**config.mk**
```make
export PLATFORM = sky130hd
export DESIGN_NAME = approx_adder_pipe
export DESIGN_NICKNAME = d
export VERILOG_FILES = /design/src/rtl/approx_adder_pipe_pkg.sv /design/src/rtl/approx_sum_core.sv /design/src/rtl/approx_adder_pipe.sv
export SDC_FILE = /design/constraint.sdc
export NUM_CORES = 1
export LEC_CHECK = 0
export ABC_AREA = 0
export BUFFER_PORTS_ARGS = -buffer_cell sky130_fd_sc_hd__buf_2
export CAP_MARGIN = 5
export CORE_ASPECT_RATIO = 0.7
export CORE_MARGIN = 5
export CORE_UTILIZATION = 58
export CTS_BUF_LIST = sky130_fd_sc_hd__clkbuf_4 sky130_fd_sc_hd__clkbuf_8
export DETAILED_ROUTE_END_ITERATION = 10
export MAX_ROUTING_LAYER = met4
export PLACE_DENSITY = 0.88
export SYNTH_ARGS = -nofsm -noshare
export SYNTH_HDL_FRONTEND = slang
export SYNTH_SLANG_ARGS = --single-unit
```
**constraint.sdc**
```tcl
create_clock -name clk -period 2.2 [get_ports clk]
set_input_delay 0.11 -clock clk [delete_from_list [all_inputs] [get_ports clk]]
set_output_delay 0.11 -clock clk [all_outputs]
set_load 0.02 [all_outputs]
```
**src/rtl/approx_adder_pipe_pkg.sv**
```systemverilog
// -----------------------------------------------------------------------------
// approx_adder_pipe_pkg
// Shared definitions for the approximate adder pipeline: the adder mode
// encoding and its width.
// -----------------------------------------------------------------------------
package approx_adder_pipe_pkg;

    localparam int MODE_W = 2;

    // Adder modes: exact, truncated low part, lower-part OR, low part forced to ones
    typedef enum logic [MODE_W-1:0] {
        EXACT = 2'd0,
        TRUNC = 2'd1,
        LOA   = 2'd2,
        ONES  = 2'd3
    } mode_e;

endpackage : approx_adder_pipe_pkg

```
**src/rtl/approx_sum_core.sv**
```systemverilog
// -----------------------------------------------------------------------------
// approx_sum_core
// Combinational approximate adder. The low APPROX_BITS bits are produced by
// the selected approximation; the upper part is a normal carry-propagate sum.
// Ports:
//   a, b  in  WIDTH    unsigned operands
//   mode  in  MODE_W   EXACT / TRUNC / LOA / ONES
//   sum   out WIDTH+1  approximate sum (no overflow loss)
// -----------------------------------------------------------------------------
module approx_sum_core
    import approx_adder_pipe_pkg::*;
#(
    parameter int WIDTH       = 4,
    parameter int APPROX_BITS = 2
) (
    input  logic [WIDTH-1:0]  a,
    input  logic [WIDTH-1:0]  b,
    input  logic [MODE_W-1:0] mode,
    output logic [WIDTH:0]    sum
);

    // Mask selecting the approximated low bits of a WIDTH+1 result.
    localparam logic [WIDTH:0] LOW_MASK = (WIDTH+1)'((64'd1 << APPROX_BITS) - 64'd1);

    logic [WIDTH:0] a_ext;
    logic [WIDTH:0] b_ext;
    logic [WIDTH:0] upper_a;
    logic [WIDTH:0] upper_b;
    logic [WIDTH:0] upper_plain;
    logic [WIDTH:0] upper_loa;
    logic           lsb_and;

    assign a_ext       = {1'b0, a};
    assign b_ext       = {1'b0, b};
    assign upper_a     = a_ext >> APPROX_BITS;
    assign upper_b     = b_ext >> APPROX_BITS;
    assign upper_plain = upper_a + upper_b;
    assign upper_loa   = upper_plain + {{WIDTH{1'b0}}, lsb_and};

    // LOA carries the AND of the top approximated bits into the upper part;
    // with no approximated bits there is nothing to carry.
    generate
        if (APPROX_BITS == 0) begin : g_no_lsb
            assign lsb_and = 1'b0;
        end else begin : g_lsb
            assign lsb_and = a[APPROX_BITS-1] & b[APPROX_BITS-1];
        end
    endgenerate

    // Mode select: assemble upper part and low approximated bits
    always_comb begin
        sum = a_ext + b_ext;
        case (mode_e'(mode))
            EXACT:   sum = a_ext + b_ext;
            TRUNC:   sum = upper_plain << APPROX_BITS;
            LOA:     sum = (upper_loa << APPROX_BITS) | ((a_ext | b_ext) & LOW_MASK);
            ONES:    sum = (upper_plain << APPROX_BITS) | LOW_MASK;
            default: sum = a_ext + b_ext;
        endcase
    end

endmodule : approx_sum_core

```
**src/rtl/approx_adder_pipe.sv**
```systemverilog
// -----------------------------------------------------------------------------
// approx_adder_pipe
// Two-stage valid/ready pipeline around an approximate adder. Stage 1 holds
// the mode plus approximate and exact sums; stage 2 holds the outputs along
// with the absolute error and the threshold-violation flag. Running
// statistics (violation count, maximum error) update on output transfers.
// Ports:
//   clk, rst                 clock, async active-high reset
//   in_valid/in_ready        operand handshake
//   in_a, in_b  (WIDTH)      unsigned operands
//   in_mode     (2)          EXACT / TRUNC / LOA / ONES, travels with data
//   out_valid/out_ready      result handshake
//   out_sum, out_exact, out_err (WIDTH+1)  approx sum, exact sum, |diff|
//   out_viol                 out_err > ET
//   stat_clr                 clear statistics (wins over a concurrent transfer)
//   viol_cnt (COUNT_W)       saturating count of violating output transfers
//   max_err  (WIDTH+1)       largest out_err transferred since clear
// -----------------------------------------------------------------------------
module approx_adder_pipe
    import approx_adder_pipe_pkg::*;
#(
    parameter int WIDTH       = 4,
    parameter int APPROX_BITS = 2,
    parameter int ET          = 4,
    parameter int COUNT_W     = 16
) (
    input  logic               clk,
    input  logic               rst,
    input  logic               in_valid,
    output logic               in_ready,
    input  logic [WIDTH-1:0]   in_a,
    input  logic [WIDTH-1:0]   in_b,
    input  logic [MODE_W-1:0]  in_mode,
    output logic               out_valid,
    input  logic               out_ready,
    output logic [WIDTH:0]     out_sum,
    output logic [WIDTH:0]     out_exact,
    output logic [WIDTH:0]     out_err,
    output logic               out_viol,
    input  logic               stat_clr,
    output logic [COUNT_W-1:0] viol_cnt,
    output logic [WIDTH:0]     max_err
);

    localparam logic [COUNT_W-1:0] CNT_MAX      = {COUNT_W{1'b1}};
    localparam logic [WIDTH:0]     ERR_ZERO     = {(WIDTH+1){1'b0}};
    // A threshold beyond the error range can never be exceeded.
    localparam logic               ET_REACHABLE = (ET < (1 << (WIDTH + 1)));
    localparam logic [WIDTH:0]     ET_VAL       = (WIDTH+1)'(ET);

    function automatic logic [WIDTH:0] abs_diff(input logic [WIDTH:0] x,
                                                 input logic [WIDTH:0] y);
        if (x >= y) begin
            return x - y;
        end else begin
            return y - x;
        end
    endfunction

    logic              s1_valid;
    logic [MODE_W-1:0] s1_mode;
    logic [WIDTH:0]    s1_sum;
    logic [WIDTH:0]    s1_exact;

    logic [WIDTH:0]    core_sum;
    logic [WIDTH:0]    core_exact;
    logic [WIDTH:0]    err_next;
    logic              viol_next;

    logic              s2_load;
    logic              accept;
    logic              out_xfer;

    assign s2_load    = ~out_valid | out_ready;
    assign in_ready   = ~s1_valid | s2_load;
    assign accept     = in_valid & in_ready;
    assign out_xfer   = out_valid & out_ready;
    assign core_exact = {1'b0, in_a} + {1'b0, in_b};

    approx_sum_core #(
        .WIDTH       (WIDTH),
        .APPROX_BITS (APPROX_BITS)
    ) u_core (
        .a    (in_a),
        .b    (in_b),
        .mode (in_mode),
        .sum  (core_sum)
    );

    // Stage-2 error and violation; exact mode is error-free by construction
    always_comb begin
        err_next  = ERR_ZERO;
        viol_next = 1'b0;
        if (s1_mode == EXACT) begin
            err_next = ERR_ZERO;
        end else begin
            err_next = abs_diff(s1_exact, s1_sum);
        end
        if (ET_REACHABLE && (err_next > ET_VAL)) begin
            viol_next = 1'b1;
        end else begin
            viol_next = 1'b0;
        end
    end

    // Stage 1: capture mode and both sums on acceptance; empty when it advances without new input
    always_ff @(posedge clk or posedge rst) begin
        if (rst) begin
            s1_valid <= 1'b0;
            s1_mode  <= {MODE_W{1'b0}};
            s1_sum   <= ERR_ZERO;
            s1_exact <= ERR_ZERO;
        end else if (in_ready) begin
            s1_valid <= in_valid;
            if (accept) begin
                s1_mode  <= in_mode;
                s1_sum   <= core_sum;
                s1_exact <= core_exact;
            end
        end
    end

    // Stage 2: output registers, held while the consumer stalls
    always_ff @(posedge clk or posedge rst) begin
        if (rst) begin
            out_valid <= 1'b0;
            out_sum   <= ERR_ZERO;
            out_exact <= ERR_ZERO;
            out_err   <= ERR_ZERO;
            out_viol  <= 1'b0;
        end else if (s2_load) begin
            out_valid <= s1_valid;
            if (s1_valid) begin
                out_sum   <= s1_sum;
                out_exact <= s1_exact;
                out_err   <= err_next;
                out_viol  <= viol_next;
            end
        end
    end

    // Statistics: clear has priority over a concurrent output transfer
    always_ff @(posedge clk or posedge rst) begin
        if (rst) begin
            viol_cnt <= {COUNT_W{1'b0}};
            max_err  <= ERR_ZERO;
        end else if (stat_clr) begin
            viol_cnt <= {COUNT_W{1'b0}};
            max_err  <= ERR_ZERO;
        end else if (out_xfer) begin
            if (out_viol && (viol_cnt != CNT_MAX)) begin
                viol_cnt <= viol_cnt + {{(COUNT_W-1){1'b0}}, 1'b1};
            end
            if (out_err > max_err) begin
                max_err <= out_err;
            end
        end
    end

endmodule : approx_adder_pipe

```
==> flow_summary.toml <==
[cells_and_area]
final_cells = 438
fill_cells = 396
fin_area_um2 = 3520
nets = 411
drive_gt1_share_pct = 25.2
area_delta_synth_final_pct = 18.2
antenna_cells = 0

[critical_path]
endpoint_kind = "register"
rrSetupSlack_ps = 30
critical-path-top-delay-family = "compound AO/OA/AOI/OAI gates"
worstPathArrival_ps = 2400
crit_required_ps = 2420
critPathLaunchType = "register"
slowest_stage = "dfrtp_1"
crit_type = "reg2reg"
cp_cell_sequence = "inv_1 -> ha_1 -> nor2b_1 -> o21ai_2 -> o31ai_4 -> mux2i_1 -> nand2b_1 -> a31oi_1 -> a31oi_1"
cp_common_cell = "a31oi_1"
cp_max_fo = 3
max_stage_delay_ps = 380
crit_buf_inv = 1

[placement]
port_buffers = 53
place_ws_ps = -41.4
place_area_um2 = 3340
placed_cells = 426
dp_hpwl_um = 5110
place_congestion = 0.986

[sta]
hold_violations = 0
tightestPinTransition_ps = 583
period_needed_ps = 2170
finalSetupViolCount = 0
max_freq_ghz = 0.460
slew_headroom_pct = 61.1
post-route-period-util_pct = 98.7
finalWorstSetupSlack_ps = 28.2
clock_skew_ps = 17.3
slew_violations = 0
rsz0062_at_grt = "true"

[global_route]
grt_pass1_wl_um = 11600
overflow = 0
grt_max_degree = 29
antenna_found_initial = 0
grt_usage_pct = 22.7
grt_pass1_vias = 2440

[floorplanning]
die_w_um = 95.6
dieArea_um2 = 6690
io_pins = 54
start_util_pct = 60.9
dieHeight_um = 70.0
core_um2 = 4890
rows = 21

[pwr]
ir_worst_vdd_uv = 353
pwr_density_cell_nw_per_um2 = 952
power.leakage_nw = 1.74
power.net_switching_mw = 1.32
p_seq_share_pct = 37.5
p_sw_share_pct = 39.3
pwr-share-comb_pct = 43.2
total_power_mw = 3.35
p_int_mw = 2.03
p_clk_share_pct = 19.4

[routing]
drt_iter0_markers = 155
drt-wirelength-per-cell_um = 15.7
met1_length_um = 3010
wl_um = 6890
met3RoutedLength_um = 542
vias = 2446
drtAntennaViolNets = 0
viasPerCell = 5.58
post-route-drc-count = 0
drt-pass1-iter-count = 5
highest_layer = "met4"
wl_met2_um = 3120

[clocking]
clock-sinks = 51
clk_pin_slew_ps = 90
htree_levels = 2
clkLatencyLatePin_ps = 310
tritoncts = "yes"
cts_buffer_depth = 2
cts_made_buffers = 5
cts_root_buf = "clkbuf_8"

[synth]
syn_area_per_cell_um2 = 9.70
synthFlopType = "dfrtp_1"
yosys.area_share.simple_pct = 16.2
synth_edf_count = 0
synth_fa_ha_area_share_pct = 13.0
ys_async_sr_fraction_pct = 100
synth_fp_nets = 350
synth_top_family_by_area = "simple AND/OR/NAND/NOR gates"
synth.area.mux_share_pct = 5.25
synth_compound_area_share_pct = 13.0
synth-xor-area-share_pct = 5.29
syn-cell-area_um2 = 2980
yosysWarnings = 0
ys_types = 43
netlist_instances = 307
ys_seq_elements = 51
yosysSeqAreaShare_pct = 42.9

[worst_hold_path]
hp-class = "in2reg"

[flow_run]
maxCapViolations = 0

[status]
status = "finished clean"
==> synth_stat cells (5+ instances only) <==
| master | count | area share, % |
|---|---|---|
| o21ai_0 | 24 | 4.0 |
| ha_1 | 23 | 9.7 |
| xor2_1 | 12 | 3.5 |
| nand2_1 | 37 | 4.7 |
| nand2b_1 | 6 | 1.3 |
| a21oi_1 | 13 | 2.2 |
| clkbuf_1 | 8 | 1.0 |
| dfrtp_1 | 51 | 43 |
| nor2_1 | 30 | 3.8 |
| xnor2_1 | 6 | 1.8 |
| mux2i_1 | 10 | 3.4 |
| fa_1 | 5 | 3.4 |
| inv_1 | 25 | 3.2 |
| mux2_2 | 5 | 1.9 |
==> repair_timing <==
action	in CTS	in global routing
gates resized for setup	4	7
setup buffers	0	3
endpoints found under the setup margin	1	3
hold buffers	1	0
endpoints found under the hold margin	26	0
==> through the flow <==
stage                     util, %  hold WS [ps]  setup TNS (ps)
after CTS                    71.2         0.971               0
after global placement       68.3           196               0
after floorplan                 -           173               0
after global routing         72.0          10.8            -162
after detailed placement     68.3           197           -41.4
final                        72.0          4.21               0
==> routing by layer <==
metal  vias to the layer above  global-route usage [%]
met1                      1148                    30.5
met3                        31                    4.40
met2                       105                    33.8
met5                         -                       -
met4                         0                    9.31
li1                       1162                       -
==> layout by cell type (no fill, tap or decap), drive strengths merged, types with 2 or more instances in the layout <==
cell,count
nand2b,6
and3,6
nand3,5
a21o,2
clkinv,2
clkbuf,5
o211ai,2
nand4,4
ha,23
a21oi,14
xnor2,6
nand2,37
nor2,30
nor3,3
dfrtp,51
a31oi,4
mux2i,10
xor2,12
o2111ai,2
buf,62
mux2,5
o21ai,26
inv,25
fa,5
nor2b,3
or3,2
nand3b,2
o21a,3
==> registers in the layout (all words and copies together), names as in the netlist, 2 cells and up <==
signal,cells
out_exact,5
out_err,5
s1_mode,2
viol_cnt,16
s1_exact,5
out_sum,5
max_err,5
s1_sum,5
==> area by class of cell <==
type,instances,area (µm²),share of cell area (%)
clock buffers,5,68.8,1.96
clock inverters,3,43.8,1.24
inverters,25,93.8,2.67
multi-input cells,222,1610,45.6
flip-flops and latches,51,1280,36.3
well taps,69,86.3,2.45
repair buffers,63,343,9.74
==> logic make-up after synthesis <==
kind of cell | count (synthesis)
AND/OR/NAND/NOR | 102
AO/OA/AOI/OAI | 59
XOR/XNOR | 18
adder cells (fa/ha/maj) | 28
multiplexers | 15
flip-flops | 51
buffers and inverters | 34
==> worst reg2reg max path, stage by stage (launching register included) <==
cell and delay [ps]:
dfrtp_1 380, inv_1 90, ha_1 330, nor2b_1 150
o21ai_2 120, o31ai_4 300, mux2i_1 330, nand2b_1 160
a31oi_1 90, a31oi_1 150
==> worst paths after layout <==
path / startpoint / endpoint / cells after the start
setup / recovery: s1_sum[0] / out_viol / 9
hold / removal: in_valid / s1_valid / 2
setup reg to reg: s1_sum[0] / out_viol / 9
hold reg to reg: out_sum[3] / out_sum[3] / 2
max in group asynchronous: rst / s1_exact[1] / 4
min in group asynchronous: rst / out_valid / 3
==> power groups by stage <==
stage / Combinational (mW) / Clock [mW] / Sequential [mW]
final: 1.45 / 0.648 / 1.26
after global routing: 1.61 / 0.699 / 1.28
after CTS: 1.38 / 0.659 / 1.25
after detailed placement: 1.33 / 0 / 1.27
after global placement: 1.27 / 0 / 1.25
after floorplan: 0.824 / 0 / 1.38
No activity file was read; power rests on OpenSTA's default activity.
